## src/rtl/keypad_pkg.sv

```systemverilog
// Shared types and constants for the 4x4 hex keypad scanner.
package keypad_pkg;

  localparam int NUM_ROWS = 4;
  localparam int NUM_COLS = 4;

  typedef enum logic [1:0] {
    SCAN       = 2'd0,
    PRESS_DB   = 2'd1,
    HELD       = 2'd2,
    RELEASE_DB = 2'd3
  } kp_state_t;

  // Row-major key legend as printed on the keypad.
  localparam logic [3:0] KEYMAP [NUM_ROWS][NUM_COLS] = '{
    '{4'h1, 4'h2, 4'h3, 4'hA},
    '{4'h4, 4'h5, 4'h6, 4'hB},
    '{4'h7, 4'h8, 4'h9, 4'hC},
    '{4'hE, 4'h0, 4'hF, 4'hD}
  };

  function automatic logic [1:0] lowest_set(input logic [3:0] v);
    logic [1:0] idx;
    idx = '0;
    for (int i = 3; i >= 0; i--)
      if (v[i]) idx = 2'(i);
    return idx;
  endfunction

endpackage

```

## src/rtl/kp_sync.sv

```systemverilog
// Two-flop synchronizer for asynchronous level inputs.
module kp_sync #(
  parameter int W = 4
) (
  input  logic         clk,
  input  logic         rst,
  input  logic [W-1:0] i_d,
  output logic [W-1:0] o_q
);

  logic [W-1:0] r_ff1;
  logic [W-1:0] r_ff2;

  always_ff @(posedge clk) begin
    if (rst) begin
      r_ff1 <= '0;
      r_ff2 <= '0;
    end else begin
      r_ff1 <= i_d;
      r_ff2 <= r_ff1;
    end
  end

  assign o_q = r_ff2;

endmodule

```

## src/rtl/keypad_scan_ctrl.sv

```systemverilog
// Keypad row scanner with press/release debounce and two-digit key history.
// Define KEYSCAN_DEBUG_EN to expose the FSM state on debug_state_o.
module keypad_scan_ctrl
  import keypad_pkg::*;
#(
  parameter int SCAN_DIV        = 6000,
  parameter int DEBOUNCE_CYCLES = 60000
) (
  input  logic       clk,
  input  logic       rst,
  input  logic [3:0] col_i,
  output logic [3:0] row_o,
  output logic [3:0] key_o,
  output logic       key_valid_o,
  output logic [3:0] digit0_o,
`ifdef KEYSCAN_DEBUG_EN
  output logic [3:0] digit1_o,
  output logic [2:0] debug_state_o
`else
  output logic [3:0] digit1_o
`endif
);

  localparam int CNT_MAX = (SCAN_DIV > DEBOUNCE_CYCLES) ? SCAN_DIV : DEBOUNCE_CYCLES;
  localparam int CW      = (CNT_MAX > 1) ? $clog2(CNT_MAX) : 1;
  localparam logic [CW-1:0] SCAN_LAST = CW'(SCAN_DIV - 1);
  localparam logic [CW-1:0] DB_LAST   = CW'(DEBOUNCE_CYCLES - 1);

  logic [NUM_COLS-1:0] w_col_s;
  logic                w_hit;

  kp_state_t           r_state;
  logic [CW-1:0]       r_cnt;
  logic [1:0]          r_settle;
  logic [NUM_ROWS-1:0] r_row;
  logic [1:0]          r_row_idx;
  logic [1:0]          r_col_idx;
  logic [3:0]          r_key;
  logic                r_vld;
  logic [3:0]          r_d0;
  logic [3:0]          r_d1;

  kp_sync #(.W(NUM_COLS)) u_sync (
    .clk (clk),
    .rst (rst),
    .i_d (col_i),
    .o_q (w_col_s)
  );

  assign w_hit = w_col_s[r_col_idx];

  always_ff @(posedge clk) begin
    if (rst) begin
      r_state   <= SCAN;
      r_cnt     <= '0;
      r_settle  <= '0;
      r_row     <= 4'b0001;
      r_row_idx <= '0;
      r_col_idx <= '0;
      r_key     <= '0;
      r_vld     <= 1'b0;
      r_d0      <= '0;
      r_d1      <= '0;
    end else begin
      r_vld <= 1'b0;
      // Counts how long the current row has been driven; saturates once the
      // synchronizer output reflects this row.
      if (r_settle != 2'd2) r_settle <= r_settle + 2'd1;
      case (r_state)
        SCAN: begin
          if (w_col_s != '0 && r_settle == 2'd2) begin
            r_row_idx <= lowest_set(r_row);
            r_col_idx <= lowest_set(w_col_s);
            r_cnt     <= '0;
            r_state   <= PRESS_DB;
          end else if (r_cnt == SCAN_LAST) begin
            r_row    <= {r_row[NUM_ROWS-2:0], r_row[NUM_ROWS-1]};
            r_cnt    <= '0;
            r_settle <= '0;
          end else begin
            r_cnt <= r_cnt + 1'b1;
          end
        end
        PRESS_DB: begin
          if (!w_hit) begin
            r_cnt   <= '0;
            r_state <= SCAN;
          end else if (r_cnt == DB_LAST) begin
            r_cnt   <= '0;
            r_state <= HELD;
            r_key   <= KEYMAP[r_row_idx][r_col_idx];
            r_vld   <= 1'b1;
            r_d1    <= r_d0;
            r_d0    <= KEYMAP[r_row_idx][r_col_idx];
          end else begin
            r_cnt <= r_cnt + 1'b1;
          end
        end
        HELD: begin
          if (!w_hit) begin
            r_cnt   <= '0;
            r_state <= RELEASE_DB;
          end
        end
        RELEASE_DB: begin
          if (w_hit) begin
            r_cnt   <= '0;
            r_state <= HELD;
          end else if (r_cnt == DB_LAST) begin
            r_cnt   <= '0;
            r_state <= SCAN;
          end else begin
            r_cnt <= r_cnt + 1'b1;
          end
        end
        default: begin
          r_cnt   <= '0;
          r_state <= SCAN;
        end
      endcase
    end
  end

  assign row_o       = r_row;
  assign key_o       = r_key;
  assign key_valid_o = r_vld;
  assign digit0_o    = r_d0;
  assign digit1_o    = r_d1;
`ifdef KEYSCAN_DEBUG_EN
  assign debug_state_o = {1'b0, r_state};
`endif

endmodule

```

## config.mk

```make
export PLATFORM = sky130hd
export DESIGN_NAME = keypad_scan_ctrl
export DESIGN_NICKNAME = d
export VERILOG_FILES = /design/src/rtl/keypad_pkg.sv /design/src/rtl/kp_sync.sv /design/src/rtl/keypad_scan_ctrl.sv
export SDC_FILE = /design/constraint.sdc
export NUM_CORES = 1
export LEC_CHECK = 0
export ABC_AREA = 1
export BUFFER_PORTS_ARGS = -buffer_cell sky130_fd_sc_hd__buf_2
export CAP_MARGIN = 20
export CORE_ASPECT_RATIO = 0.9
export CORE_UTILIZATION = 50
export CTS_BUF_LIST = sky130_fd_sc_hd__clkbuf_8
export DETAILED_ROUTE_END_ITERATION = 16
export GPL_TIMING_DRIVEN = 0
export PLACE_DENSITY_LB_ADDON = 0.25
export SYNTH_ARGS = -nofsm -noshare
export SYNTH_HDL_FRONTEND = slang
export SYNTH_SLANG_ARGS = --single-unit
```

## constraint.sdc

```tcl
create_clock -name clk -period 1.7 [get_ports clk]
set_clock_uncertainty 0.15 [all_clocks]
set_input_delay 0.17 -clock clk [delete_from_list [all_inputs] [get_ports clk]]
set_output_delay 0.17 -clock clk [all_outputs]
set_load 0.005 [all_outputs]
```

# Word-level counts from Yosys, hierarchy flattened
# Index checks and enable logic that the tools add are counted.
# totals
reg_bits	45
# classes
n_lt_le_gt_ge	3
add_sub_neg	2
n_bitwise	5
mux	35
n_eq_ne	11
reduce_logical	8
# ops
op	count
$mux W16	8
$pmux W16 S4	1
$mux W2	18
$bmux W16 S2	1
$add A16 B1 Y16 const B	1
$eq A16 B13 Y1 const B	1
$eq A16 B16 Y1 const B	1
$bmux W4 S2	1
$mux W4	2
$pmux W2 S4	1
$eq A2 B2 Y1 const B	3
$ge A3 B3 Y1 const B	2
$ne A2 B2 Y1 const B	3
$ne A3 B3 Y1 const B	2
$not A2 Y3	2
$reduce_and A3 Y1	2
$reduce_and A4 Y1	1
$reduce_bool A4 Y1	1
$lt A2 B3 Y1 const B	1
$not A1 Y1	3
$reduce_or A3 Y1	1
$add A2 B1 Y2 const B	1
$bmux W1 S2	1
$eq A2 B1 Y1 const B	1
other kinds (4)	5

# Depth between registers and ports, before layout
# logic_depth
word_depth	7
ltp_mapped	11
depth_no_buf	11

# By module
# From an unflattened synthesis, not the netlist that was laid out.
# hier_totals
cells_unflattened	320
hier_area_um2	2229.6
# modules_own_cells
module	cells_per_inst	area_each_um2	instances
keypad_scan_ctrl	295	1998.2	1
kp_sync	25	231.5	1

# Least setup slack after synthesis
# No wires, ideal clock.
# synth_path
path_kind	register to register
start	register r_cnt[0]
end	register r_cnt[1]
arrival_time_ps	1367
path_stages_with_launch	11
path_slack_ps	68
path_buffers	0
period_less_slack_ps	1632
cell_sequence	dfxtp_1 -> ha_1 -> nand2_2 -> nor2_4 -> nand3_1 -> nor2_2 -> inv_1 -> nand2_2 -> nand3_4 -> nand2_4 -> nor2_1
# synth_via
elab_chain_cells	4
# synth_lines
item	line_no	source
start: declaration	keypad_scan_ctrl.sv:33	logic [CW-1:0] r_cnt;
start signal: assignment	keypad_scan_ctrl.sv:81	r_cnt <= r_cnt + 1'b1;
start signal: assignment	keypad_scan_ctrl.sv:96	r_cnt <= r_cnt + 1'b1;
start signal: assignment	keypad_scan_ctrl.sv:113	r_cnt <= r_cnt + 1'b1;
$add A16 B1 Y16, or another cell as far along	keypad_scan_ctrl.sv:81, keypad_scan_ctrl.sv:96, keypad_scan_ctrl.sv:113	
$mux W16, on equally long branches	keypad_scan_ctrl.sv:88, keypad_scan_ctrl.sv:109, keypad_scan_ctrl.sv:76	
$mux W16, on equally long branches	keypad_scan_ctrl.sv:106, keypad_scan_ctrl.sv:71, keypad_scan_ctrl.sv:85	
$pmux W16 S4 *	keypad_scan_ctrl.sv:69	case (r_state)
# Mark *: on every way between the ends. The rest lies on a longest branch, timed or not.
# A chain may end at the register's enable or synchronous reset.

# Final worst setup path
# layout_path
start	register r_cnt[0]
end	register r_cnt[2]
# The elaborated chain is that of the path after synthesis.

==> flow_summary.ini <==
[outcome]
status = complete, no violations

[critical_path]
worst_path_dominant_cell_family = simple AND/OR/NAND/NOR gates
ff2ff_setup_slack_ns = 0.08
cpMostUsedCell = nor2_4
cp.arrival_ns = 1.66
start_kind = register
cp.required_ns = 1.74
critPathKind = reg -> reg
slowest_delay_ns = 0.36
cp-startpoint = r_cnt[0]
r2r-start = r_cnt[0]
reg2reg_depth = 10
worstPathCellList = ha_4, nand2_4, nor2_4, nand3_2, nor2_4, inv_2, nand2_2, nand3_4, nand2_8, nor2_1
r2r-end = r_cnt[2]
slowest_stage = dfxtp_2
worst-path-buf-inv = 1
endpoint_kind = register
critical_path_peak_fanout = 5

[drt]
dr.pass1.iters = 4
ant_nets = 0
drt_wl_total_um = 5000
drt_iter0_markers = 142
viasPerCell = 4.86
vias = 2200
wl_per_cell_um = 11.0
post-route-drc-count = 0

[yosys]
synth_nets = 357
yosys-top-cells-area = dfxtp_1 38%, nor2_1 11%, nand2_1 9.5%
yosys.cell_types.count = 32
yosys-top-cells-count = 72 x nor2_1, 60 x nand2_1, 49 x inv_1
yosys_most_used_dff = dfxtp_1
ys_warn_count = 0
syn-cell-area_mm2 = 0.00237
synth_most_common_cell = nor2_1
ys_seq_area_frac = 0.380
ys_seq_elements = 45
asyncSetResetFlopFracSynth = 0
yosysTopAreaCellShare = 0.380
synth_cells = 348
synth_edf_count = 0
avgSynthCellArea_um2 = 6.81
yosysTopAreaCell = dfxtp_1

[clock_network]
clockBufferDepth = 2
root_buffer = clkbuf_8
clk_latency_ns = 0.30
numCtsBuffers = 5
tritoncts = built
cts_max_level = 2
numClockSinks = 45
clkSlewWorstSetupHoldPaths_ns = 0.08

[grt]
grt_pass1_wl_um = 8610
grt_max_degree = 16
overflow = 0
grt_pass1_vias = 1946
antenna_found_initial = 0
grt_use_total = 0.226

[timing]
worst_pin_slew_ns = 0.411
hold_viol_final = 0
fmaxAchievable_mhz = 619
finalSetupViolCount = 0
fin_crit_sh = 0.951
rsz0062_at_grt = yes
relSlewSlack = 0.726
fin_tns_setup_ns = 0
slew_violations = 0
worst_slack_ns = 0.0834
min_period_ns = 1.62

[min_path]
min_path_cells = 2
hold-path-endpoint = u_sync.o_q[1]
hp-start = u_sync.r_ff1[1]
hold_class = reg -> reg

[finish]
fin_util = 0.640
nets = 399
nFillCells = 403
drive_gt1_frac = 0.248
insertedDiodeCount = 0
area_delta_synth_final_pct = 21.2

[floorplanning]
die_area_mm2 = 0.00502
coreArea_mm2 = 0.00449
rows = 23
initial_core_util = 0.528
fp.dieH_um = 67.3
dieWidth_um = 74.6
io_pins = 23

[power_and_ir_drop]
ir_worst_vdd_mv = 0.552
pwr_density_cell_mw_per_mm2 = 779
p_leak_uw = 0.00133

[placed_design]
dp_slack_ns = -0.133
routabilityCongestion = 0.922
io_buffers = 22
post-dp-hpwl_um = 3500

[job]
maxCapViolations = 0
placed cells by master (no fill, tap or decap), types with 2 or more instances in the layout:
master         netlist  final
o211ai_1             2      2
nor2_4               2      4
a21oi_1             11     11
dfxtp_2              0     10
o21ai_0             18     15
nand3_1             26     24
nor2_1              72     67
nor3_1               6      6
dlygate4sd3_1        0      5
clkinvlp_4           0      2
inv_1               49     47
nor2_2               4      7
nand2_4              1      2
nand4_1              7      7
inv_4                1      2
ha_1                 3      2
dfxtp_1             45     34
clkbuf_8             0      5
buf_2                2     23
o21ai_2              4      4
clkbuf_4             1      2
inv_2                2      3
nand2_2              4      4
nor4_1               2      2
nand2_1             60     59
nand3_2              6      8
xor2_1               6      6
buf_4                6     13
o21ai_1              0      3
layer usage:
| metal | global-route usage | share of wire | up-vias | routed length, um |
|---|---|---|---|---|
| li1 | - | - | 1183 | - |
| met1 | 0.320 | 0.51 | 943 | 2530 |
| met2 | 0.333 | 0.42 | 65 | 2090 |
| met3 | 0.0463 | 0.060 | 9 | 298 |
| met4 | 0.0920 | 0.016 | 0 | 78 |
| met5 | 0 | 0 | - | 0 |
worst reg2reg max path: cells and delay by family, from the launching register on:
family                   cells  cell delay, ns
AND/OR/NAND/NOR              8            0.81
buffers and inverters        1            0.05
flip-flops                   1            0.36
adder cells (fa/ha/maj)      1            0.16
registers in the layout, indices dropped and copies added, names as in the netlist, named ones only:
name          count
digit0_o          4
digit1_o          4
key_valid_o       1
r_cnt            16
r_col_idx         2
r_row_idx         2
r_settle          2
r_state           1
row_o             4
u_sync.o_q        4
u_sync.r_ff1      4
power by group:
group / switching (uW) / internal (uW)
registers: 37.9 / 1100
logic: 175 / 111
clock network: 376 / 440
per-stage QoR:
stage / hold WS, ns / area (um2) / std cells / total power, uW
floorplan: 0.0924 / 2370 / 348 / 1340
finish: 0.254 / 2870 / 453 / 2240
global placement: 0.214 / 2560 / 432 / 1380
detailed placement: 0.215 / 2560 / 432 / 1390
global route: 0.272 / 2870 / 453 / 2360
CTS: 0.255 / 2810 / 451 / 2250
how the worst max path moves through the flow:
stage          endpoint  slack (ns)  cells past startpoint
6_report       r_cnt[2]        0.08                     10
2_1_floorplan  r_cnt[1]        0.07                     10
4_1_cts        r_cnt[1]      0.0009                     10
5_1_grt        r_cnt[0]       -0.05                     10
3_5_place_dp   r_cnt[1]       -0.13                     10
3_3_place_gp   r_cnt[1]       -0.10                     10
logic make-up (layout without fill, tap and decap cells):
logic type | after synthesis | count (layout) | share of synthesized area
multiplexers | 1 | 1 | 0.00422
AND/OR/NAND/NOR | 192 | 193 | 0.371
adder cells (fa/ha/maj) | 3 | 3 | 0.0158
AO/OA/AOI/OAI | 37 | 37 | 0.0892
buffers and inverters | 64 | 106 | 0.118
flip-flops | 45 | 45 | 0.380
XOR/XNOR | 6 | 6 | 0.0222
area by class of cell:
type | count | area (um2) | area share
plain buffers | 11 | 80.1 | 0.0279
clock buffers | 5 | 68.8 | 0.0239
clock inverters | 3 | 46.3 | 0.0161
inverters | 53 | 208 | 0.0723
multi-input cells | 240 | 1260 | 0.440
flip-flops and latches | 45 | 917 | 0.319
well taps | 62 | 77.6 | 0.0270
repair buffers | 34 | 213 | 0.0740
timing repair:
item,CTS,global route
hold endpoints to repair,5,0
buffers inserted,5,2
pin swaps,4,7
endpoints found under the setup margin,25,27
gates cloned,1,0
resized for setup,8,26
hold buffers,5,0
Power figures use the tool's default switching activity.
